<file path="src/rtl/chirp_seq_pkg.sv">
// Shared types and constants for the chirp sequencer: FSM state encoding,
// the DDS chirp parameter record and the minimum PRI.
package chirp_seq_pkg;

    typedef enum logic [2:0] {
        IDLE   = 3'd0,
        ARM    = 3'd1,
        FIRE   = 3'd2,
        ACTIVE = 3'd3,
        GAP    = 3'd4
    } seq_state_t;

    typedef struct packed {
        logic [31:0] freq_offset;
        logic [31:0] tuning_coef;
        logic [31:0] count_max;
    } chirp_param_t;

    // Shortest PRI the sequencer will honour; smaller programmed values are raised to this
    localparam int unsigned MIN_PRI = 32'd2;

endpackage

</file>
<file path="src/rtl/chirp_param_latch.sv">
// Registered capture of the chirp parameter record. The record is taken on
// load and held until the next load so the DDS sees stable values for a
// whole burst regardless of what the register interface does meanwhile.
module chirp_param_latch
    import chirp_seq_pkg::*;
(
    input  logic         clk,
    input  logic         resetn,
    input  logic         load,
    input  chirp_param_t d,
    output chirp_param_t q
);

    chirp_param_t q_r;

    // Capture on load, hold otherwise; cleared by reset
    always_ff @(posedge clk) begin
        if (!resetn) begin
            q_r <= '{32'd0, 32'd0, 32'd0};
        end else if (load) begin
            q_r <= d;
        end else begin
            q_r <= q_r;
        end
    end

    assign q = q_r;

endmodule

</file>
<file path="src/rtl/chirp_sequencer.sv">
// Chirp DDS sequencer: latches a parameter set on start, fires one-cycle
// chirp_init pulses at the programmed PRI, counts chirps in a burst and
// flags PRI overruns and hung chirps (no chirp_done within the timeout).
//
// Counter convention: pri_cnt/to_cnt hold the number of cycles elapsed since
// the FIRE cycle. Thresholds are tested against the incremented value so the
// resulting state change lands exactly on the programmed cycle count, which
// makes consecutive inits pri_cycles+1 apart (ARM costs one cycle).
module chirp_sequencer
    import chirp_seq_pkg::*;
#(
    parameter int CNT_W          = 32,
    parameter int TIMEOUT_CYCLES = 65536
) (
    input  logic             fmc_tclk,
    input  logic             fmc_tresetn,
    input  logic             start,
    input  logic             stop,
    input  logic [31:0]      freq_offset_in,
    input  logic [31:0]      tuning_word_coeff_in,
    input  logic [31:0]      chirp_count_max_in,
    input  logic [CNT_W-1:0] pri_cycles_in,
    input  logic [CNT_W-1:0] num_chirps_in,
    input  logic             chirp_ready,
    input  logic             chirp_active,
    input  logic             chirp_done,
    output logic             chirp_init,
    output logic             chirp_enable,
    output logic [31:0]      freq_offset_out,
    output logic [31:0]      tuning_word_coeff_out,
    output logic [31:0]      chirp_count_max_out,
    output logic             busy,
    output logic [CNT_W-1:0] chirp_index,
    output logic             burst_done,
    output logic             pri_overrun,
    output logic             timeout_err
);

    localparam logic [CNT_W-1:0] ONE_W       = CNT_W'(1);
    localparam logic [CNT_W-1:0] ZERO_W      = CNT_W'(0);
    localparam logic [CNT_W-1:0] MIN_PRI_W   = CNT_W'(MIN_PRI);
    localparam logic [CNT_W-1:0] TIMEOUT_LIM = CNT_W'(TIMEOUT_CYCLES);

    seq_state_t       state_r, state_next;
    logic [CNT_W-1:0] pri_cycles_r, num_chirps_r, pri_cnt_r, to_cnt_r, chirp_index_r;
    logic             stop_pending_r, overrun_seen_r;
    logic             chirp_init_r, chirp_enable_r, busy_r, burst_done_r;
    logic             pri_overrun_r, timeout_err_r;
    logic             load_s, end_s, overrun_s, timeout_s;
    logic             pri_reach_s, to_reach_s, last_s, stop_req_s;
    chirp_param_t     param_in_s, param_out_s;

    // chirp_active is informational only; sequencing keys on ready/done
    logic unused_s;
    assign unused_s = chirp_active;

    assign pri_reach_s = (pri_cnt_r + ONE_W) >= pri_cycles_r;
    assign to_reach_s  = (to_cnt_r + ONE_W) >= TIMEOUT_LIM;
    assign last_s      = (num_chirps_r != ZERO_W) && (chirp_index_r == num_chirps_r);
    assign stop_req_s  = stop | stop_pending_r;

    assign param_in_s.freq_offset = freq_offset_in;
    assign param_in_s.tuning_coef = tuning_word_coeff_in;
    assign param_in_s.count_max   = chirp_count_max_in;

    chirp_param_latch u_param_latch (
        .clk    (fmc_tclk),
        .resetn (fmc_tresetn),
        .load   (load_s),
        .d      (param_in_s),
        .q      (param_out_s)
    );

    // FSM state register
    always_ff @(posedge fmc_tclk) begin
        if (!fmc_tresetn) begin
            state_r <= IDLE;
        end else begin
            state_r <= state_next;
        end
    end

    // Next-state and control strobes
    always_comb begin
        state_next = state_r;
        load_s     = 1'b0;
        end_s      = 1'b0;
        overrun_s  = 1'b0;
        timeout_s  = 1'b0;
        case (state_r)
            IDLE: begin
                // stop beats start when both arrive together
                if (start && !stop) begin
                    load_s     = 1'b1;
                    state_next = ARM;
                end else begin
                    state_next = IDLE;
                end
            end
            ARM: begin
                if (stop_req_s) begin
                    end_s      = 1'b1;
                    state_next = IDLE;
                end else if (chirp_ready) begin
                    state_next = FIRE;
                end else begin
                    state_next = ARM;
                end
            end
            FIRE: begin
                state_next = ACTIVE;
            end
            ACTIVE: begin
                if (chirp_done) begin
                    if (stop_req_s || last_s) begin
                        end_s      = 1'b1;
                        state_next = IDLE;
                    end else if (overrun_seen_r || pri_reach_s) begin
                        // PRI already used up: re-arm back-to-back
                        state_next = ARM;
                    end else begin
                        state_next = GAP;
                    end
                end else begin
                    overrun_s = pri_reach_s;
                    if (to_reach_s) begin
                        timeout_s  = 1'b1;
                        end_s      = 1'b1;
                        state_next = IDLE;
                    end else begin
                        state_next = ACTIVE;
                    end
                end
            end
            GAP: begin
                if (stop_req_s) begin
                    end_s      = 1'b1;
                    state_next = IDLE;
                end else if (pri_reach_s) begin
                    state_next = ARM;
                end else begin
                    state_next = GAP;
                end
            end
            default: begin
                state_next = IDLE;
            end
        endcase
    end

    // Registered handshake/status outputs and pending-stop tracking
    always_ff @(posedge fmc_tclk) begin
        if (!fmc_tresetn) begin
            chirp_init_r   <= 1'b0;
            burst_done_r   <= 1'b0;
            busy_r         <= 1'b0;
            chirp_enable_r <= 1'b0;
            stop_pending_r <= 1'b0;
        end else begin
            chirp_init_r <= (state_next == FIRE);
            burst_done_r <= end_s;
            if (load_s) begin
                busy_r         <= 1'b1;
                chirp_enable_r <= 1'b1;
                stop_pending_r <= 1'b0;
            end else if (end_s) begin
                busy_r         <= 1'b0;
                chirp_enable_r <= 1'b0;
                stop_pending_r <= 1'b0;
            end else if (stop && (state_r != IDLE)) begin
                stop_pending_r <= 1'b1;
            end else begin
                stop_pending_r <= stop_pending_r;
            end
        end
    end

    // Burst configuration, chirp index and PRI/timeout counters
    always_ff @(posedge fmc_tclk) begin
        if (!fmc_tresetn) begin
            pri_cycles_r  <= ZERO_W;
            num_chirps_r  <= ZERO_W;
            chirp_index_r <= ZERO_W;
            pri_cnt_r     <= ZERO_W;
            to_cnt_r      <= ZERO_W;
        end else begin
            if (load_s) begin
                pri_cycles_r  <= (pri_cycles_in < MIN_PRI_W) ? MIN_PRI_W : pri_cycles_in;
                num_chirps_r  <= num_chirps_in;
                chirp_index_r <= ZERO_W;
            end else if (state_r == FIRE) begin
                chirp_index_r <= chirp_index_r + ONE_W;
            end
            if (state_r == FIRE) begin
                pri_cnt_r <= ONE_W;
                to_cnt_r  <= ONE_W;
            end else if (state_r == ACTIVE) begin
                pri_cnt_r <= pri_cnt_r + ONE_W;
                if (to_cnt_r < TIMEOUT_LIM) begin
                    to_cnt_r <= to_cnt_r + ONE_W;
                end
            end else if (state_r == GAP) begin
                pri_cnt_r <= pri_cnt_r + ONE_W;
            end
        end
    end

    // Sticky error flags, cleared when a new burst starts
    always_ff @(posedge fmc_tclk) begin
        if (!fmc_tresetn) begin
            pri_overrun_r  <= 1'b0;
            timeout_err_r  <= 1'b0;
            overrun_seen_r <= 1'b0;
        end else begin
            if (load_s) begin
                pri_overrun_r <= 1'b0;
                timeout_err_r <= 1'b0;
            end else begin
                pri_overrun_r <= pri_overrun_r | overrun_s;
                timeout_err_r <= timeout_err_r | timeout_s;
            end
            if (state_r == FIRE) begin
                overrun_seen_r <= 1'b0;
            end else begin
                overrun_seen_r <= overrun_seen_r | overrun_s;
            end
        end
    end

    assign chirp_init            = chirp_init_r;
    assign chirp_enable          = chirp_enable_r;
    assign busy                  = busy_r;
    assign burst_done            = burst_done_r;
    assign chirp_index           = chirp_index_r;
    assign pri_overrun           = pri_overrun_r;
    assign timeout_err           = timeout_err_r;
    assign freq_offset_out       = param_out_s.freq_offset;
    assign tuning_word_coeff_out = param_out_s.tuning_coef;
    assign chirp_count_max_out   = param_out_s.count_max;

endmodule

</file>
<file path="config.mk">
export PLATFORM = sky130hd
export DESIGN_NAME = chirp_sequencer
export DESIGN_NICKNAME = d
export VERILOG_FILES = /design/src/rtl/chirp_seq_pkg.sv /design/src/rtl/chirp_param_latch.sv /design/src/rtl/chirp_sequencer.sv
export SDC_FILE = /design/constraint.sdc
export NUM_CORES = 1
export LEC_CHECK = 0
export CAP_MARGIN = 5
export CORE_MARGIN = 8
export CORE_UTILIZATION = 45
export DETAILED_ROUTE_END_ITERATION = 8
export PLACE_DENSITY_LB_ADDON = 0.15
export SYNTH_ARGS = -nofsm -noshare
export SYNTH_HDL_FRONTEND = slang
export SYNTH_SLANG_ARGS = --single-unit
</file>
<file path="constraint.sdc">
create_clock -name fmc_tclk -period 3.4 [get_ports fmc_tclk]
set_clock_uncertainty 0.2 [all_clocks]
set_input_delay 0.85 -clock fmc_tclk [delete_from_list [all_inputs] [get_ports fmc_tclk]]
set_output_delay 0.85 -clock fmc_tclk [all_outputs]
set_load 0.01 [all_outputs]
</file>
## After elaboration in Yosys (flattened, before gate mapping)

Cells that the tools add are included.

- Input port bits: 167
- Output and inout port bits: 134
- Register bits after elaboration: 266
- Logic and storage cells: 86

- Eq/ne operators: 6
- Add/subtract/negate cells: 3
- Bitwise logic cells: 5
- Magnitude comparators: 4
- Muxes and demuxes: 30
- Reductions and logical operators: 20

Operators with widths:

| operator | number |
|---|---|
| $add 32x1->32 const B | 3 |
| $mux 32 | 3 |
| $eq 32x32->1 | 1 |
| $ge 32x17->1 const B | 1 |
| $ge 32x32->1 | 1 |
| $lt 32x17->1 const B | 1 |
| $lt 32x2->1 const B | 1 |
| $reduce_bool 32->1 | 1 |
| $mux 1 | 17 |
| $mux 3 | 5 |
| $pmux 3 s5 | 1 |
| $eq 3x2->1 const B | 3 |
| $reduce_bool 2->1 | 4 |
| $mux 2 | 3 |
| $reduce_bool 3->1 | 2 |
| $reduce_or 2->1 | 3 |
| $or 1x1->1 | 4 |
| $reduce_and 2->1 | 2 |
| $eq 3x1->1 const B | 1 |
| $eq 3x3->1 const B | 1 |
| $logic_and 1x1->1 | 3 |
| $logic_not 3->1 | 1 |
| $reduce_or 3->1 | 1 |
| $logic_or 1x1->1 | 2 |
| other kinds (3) | 3 |

## Longest topological paths before layout

- Depth after elaboration: 8
- Gate-level depth with buffers: 15
- Mapped depth without buffers: 15

## Modules after synthesis

From an unflattened synthesis, not the netlist that was laid out.

- Cell total of the unflattened synthesis: 1387
- Area total of the unflattened synthesis: 12313.1 µm²

By module, submodules not included:

| module | sequential area each (µm²) | cells an instance | times used | area each (µm²) |
|---|---|---|---|---|
| chirp_sequencer | 3403.3 | 1078 | 1 | 8650.8 |
| chirp_param_latch | 1921.8 | 309 | 1 | 3662.3 |

## Worst setup path after synthesis

Ideal clock, no wire load.

- Path kind: flip-flop to flip-flop
- Start: reg pri_cnt_r[8]
- End: reg state_r[0]
- Library setup time: 124 ps
- Buffers on the path: 1
- Path slack: -169 ps
- Data arrival time: 3245 ps
- Data required time: 3076 ps
- Clock period less this slack: 3569 ps
- Stages on the path, launching flop included: 15
- Cell sequence: dfxtp_1 -> clkbuf_1 -> and4_1 -> and4_1 -> nand3_1 -> nor3_1 -> xor2_1 -> ha_1 -> and2_0 -> a221o_1 -> a221oi_1 -> o21a_1 -> o31ai_1 -> a22oi_1 -> o21ai_0

- Cells in the longest elaborated chain, start to end: 7
- Elaborated cells between the ends (all ways): 9
- Those cells by class: add/sub (1); order compare (1); mux (6); reduce/logical (1)

RTL lines:

| element | line | RTL |
|---|---|---|
| start: declaration | chirp_sequencer.sv:45 | `logic [CNT_W-1:0] pri_cycles_r, num_chirps_r, pri_cnt_r, to_cnt_r, chirp_index_r;` |
| start signal: assignment | chirp_sequencer.sv:198 | `pri_cnt_r <= pri_cnt_r + ONE_W;` |
| start signal: assignment | chirp_sequencer.sv:203 | `pri_cnt_r <= pri_cnt_r + ONE_W;` |
| $add 32x1->32 (*) | chirp_sequencer.sv:57 | `assign pri_reach_s = (pri_cnt_r + ONE_W) >= pri_cycles_r;` |
| $ge 32x32->1 (*) | chirp_sequencer.sv:57 |  |
| $logic_or 1x1->1 | chirp_sequencer.sv:118 | `end else if (overrun_seen_r \|\| pri_reach_s) begin` |
| $mux 3 | chirp_sequencer.sv:118 |  |
| $mux 3 | chirp_sequencer.sv:115 | `if (stop_req_s \|\| last_s) begin` |
| $mux 3 | chirp_sequencer.sv:114 | `if (chirp_done) begin` |
| $pmux 3 s5 (*) | chirp_sequencer.sv:90 | `case (state_r)` |
| end signal: assignment | chirp_sequencer.sv:79 | `state_r <= state_next;` |
| end: declaration | chirp_sequencer.sv:44 | `seq_state_t state_r, state_next;` |

Mark *: on every way between the ends. The rest lies on a longest branch, timed or not.
A chain may end at the register's enable or synchronous reset.

## Worst setup path in the final report

- Start: reg pri_cnt_r[0]
- End: reg state_r[0]

The elaborated chain is that of the path after synthesis.

==> run summary <==
Worst-Margin Slew = 0.659 ns
CTS tree = built
Ant diodes = 0
Vias = 11,100
Worst VDD drop = 0.422 mV
DR iter-0 viols = 752
Routed Antenna Nets = 0
Placer congestion estimate = 0.888
Simple-gate share of the synthesized area = 26.1%
Post-DR vias/cell = 5.16
Drt total wl = 36,200 um
Top FF cell, synth = dfxtp_1
Global Route Usage Sum = 21.5%
1st-pass router iterations = 5
Avg Cell Area, Syn = 8.02 um^2
# port buffers = 299
Core area = 25,900 um^2
Max-cap violations = 0
Status = completed
Area Overhead vs Synth = 41.1%
Worst path cell trace = nand4_1, nor4_4, nand3_2, nor3_4, xor2_1, ha_1, and2_0, a221o_1, a221oi_2, o21a_1, o31ai_4, a22oi_1, o21ai_1
Yosys synthesis warning count = 0
Clock transition at path regs = 0.06 ns
Share of post-route cells with drive strength above 1 = 8.78%
H-tree levels = 1
Post-synth ARST share = 0%
Die W = 178 um
Top Ports = 301
Num CTS Buffers = 29
FP Rows = 59
CP max-delay cell = dfxtp_2
Sequential-to-total area share from yosys stat = 45.1%
Nets@finish = 1,991
Compound-Gate Fraction of Synth Area = 11.5%
CP Launch Type = register
Die Height = 178 um
Final core utilization = 64.4%
Clock Tree Buf Depth = 3
Worst path arrival time = 3.50 ns
Latest clock arrival within the worst-skew pair = 0.55 ns
Fin crit period = 3.26 ns
Initial Utilization = 45.6%
Syn_nets = 1,675
Pin count of the biggest net entering global routing = 133
Clk sinks = 266
DP HPWL = 26,700 um
Max-slew violations = 0
Vias in the first global route = 10,600
WL per Instance = 16.9 um
CP Max Fanout = 4
F_max = 307 MHz
Initial antenna violation count = 1
Sum Neg Setup Slack = 0 ns
First-pass GRT wire length = 55,500 um
Worst path max stage delay = 0.36 ns
Grt total ovfl = 0
Final setup viols = 0
Unrepaired setup endpoints after global routing = yes
Crit path kind = reg -> reg
Post-Synth Adder-Cell Area = 3.71%
Min-delay worst type = reg -> reg
Synth Instances = 1,473
Main combinational cell family by area after synthesis = simple AND/OR/NAND/NOR gates
Post-synth cell types = 56
Root buf cell = clkbuf_16
Drt drc = 0
Post-synthesis register bit count = 266
Mux contribution to synthesized area = 0.254%
Crit end category = register
Full die area = 31,700 um^2
Slew margin rel. = 55.9%
Post-synth EDFFs = 0
Post-synthesis xor/xnor area fraction = 9.63%
Mapped Area = 11,800 um^2
Final worst path period share = 95.9%
Final Hold Fails = 0
Worst EP required = 3.64 ns
Leakage = 6.36 nW
Pwr/cell area = 446 nW/um^2
## routing by layer
metal	routed length [um]	track usage, %	vias up
met3	2030	3.07	59
met5	13	0	-
li1	-	-	5569
met4	1050	6.04	2
met1	15200	26.9	5158
met2	17900	37.9	281
## layout by cell type, fill, tap and decap left out, types with 7 or more instances in the layout
master           count
nor4_1              32
xor2_1              88
dfxtp_1            258
and3_1              13
ha_1                34
clkbuf_16           29
and2_1              19
clkdlybuf4s50_1    299
or3_1               13
o21ai_0             51
buf_4               47
nand4_1             30
nor2_1             119
nor3_1              15
clkbuf_1             7
xnor2_1             40
nand3_1             34
a21oi_1            154
inv_1               42
nand2_1            349
dfxtp_2              7
## cell type report
cell class              count  area (um^2)
clock buffers              40          807
clock inverters            13          223
fillers                  2213         9240
inverters                  44          168
multi-input cells        1093         6220
flip-flops and latches    266         5340
well taps                 335          419
repair buffers            355         3500
## worst paths after layout
| check | from | to | slack, ns | depth (start not counted) |
|---|---|---|---|---|
| min | pri_overrun | pri_overrun | 0.25 | 2 |
| max | pri_cnt_r[0] | state_r[0] | 0.14 | 13 |
| max reg2reg | pri_cnt_r[0] | state_r[0] | 0.14 | 13 |
| min reg2reg | pri_overrun | pri_overrun | 0.25 | 2 |
## state kept, by name (all words and copies together), names as in the netlist
register and cells:
burst_done 1, pri_cnt_r 32, to_cnt_r 32, num_chirps_r 32, state_r 3, pri_overrun 1
timeout_err 1, pri_cycles_r 32, busy 1, chirp_index 32, u_param_latch.q 96, stop_pending_r 1
chirp_init 1, overrun_seen_r 1
## through the flow
| step | cell area [um^2] | setup slack (ns) | power, mW | hold slack (ns) | std cells |
|---|---|---|---|---|---|
| 6_report | 16700 | 0.138 | 7.44 | 0.246 | 2146 |
| 5_1_grt | 16700 | -0.0501 | 7.71 | 0.267 | 2146 |
| 4_1_cts | 16500 | 0.0214 | 7.51 | 0.248 | 2139 |
| 3_5_place_dp | 15400 | -0.0490 | 4.13 | 0.242 | 2086 |
| 3_3_place_gp | 15400 | 0.0189 | 4.12 | 0.241 | 2086 |
| 2_1_floorplan | 11800 | 0.0180 | 3.67 | 0.236 | 1473 |
## logic make-up (layout without fill, tap and decap cells)
kind of cell / Yosys count / after routing
simple gates: 679 / 679
flops: 266 / 266
compound gates: 246 / 246
xor+xnor: 130 / 130
buf+inv: 114 / 452
fa+ha+maj: 35 / 35
mux: 3 / 3
## timing repair
| item | CTS | global route |
|---|---|---|
| pin swaps | 0 | 25 |
| endpoints found under the setup margin | 3 | 4 |
| gates resized for setup | 2 | 43 |
| buffers inserted | 0 | 7 |
| hold buffers | 0 | 0 |
## cells in the mapped netlist (30+ instances only)
cell type / n / area share (%)
a21oi_1: 156 / 6.6
clkbuf_1: 68 / 2.2
dfxtp_1: 266 / 45
ha_1: 35 / 3.7
inv_1: 43 / 1.4
nand2_1: 350 / 11
nand3_1: 39 / 1.7
nand4_1: 30 / 1.6
nor2_1: 125 / 4.0
nor4_1: 33 / 1.7
o21ai_0: 53 / 2.2
xnor2_1: 40 / 3.0
xor2_1: 90 / 6.7
## critical path: cells and delay by family (launching register included)
| kind | cells | cell delay, ns |
|---|---|---|
| compound gates | 6 | 1.15 |
| xor+xnor | 1 | 0.18 |
| fa+ha+maj | 1 | 0.26 |
| flops | 1 | 0.36 |
| simple gates | 5 | 1.03 |
## where the power goes
part	switching, mW	internal (mW)
clock network	1.26	2.11
registers	0.0590	3.22
logic	0.385	0.405
total	1.70	5.73
Note: power is estimated with default switching activity, not from simulation.
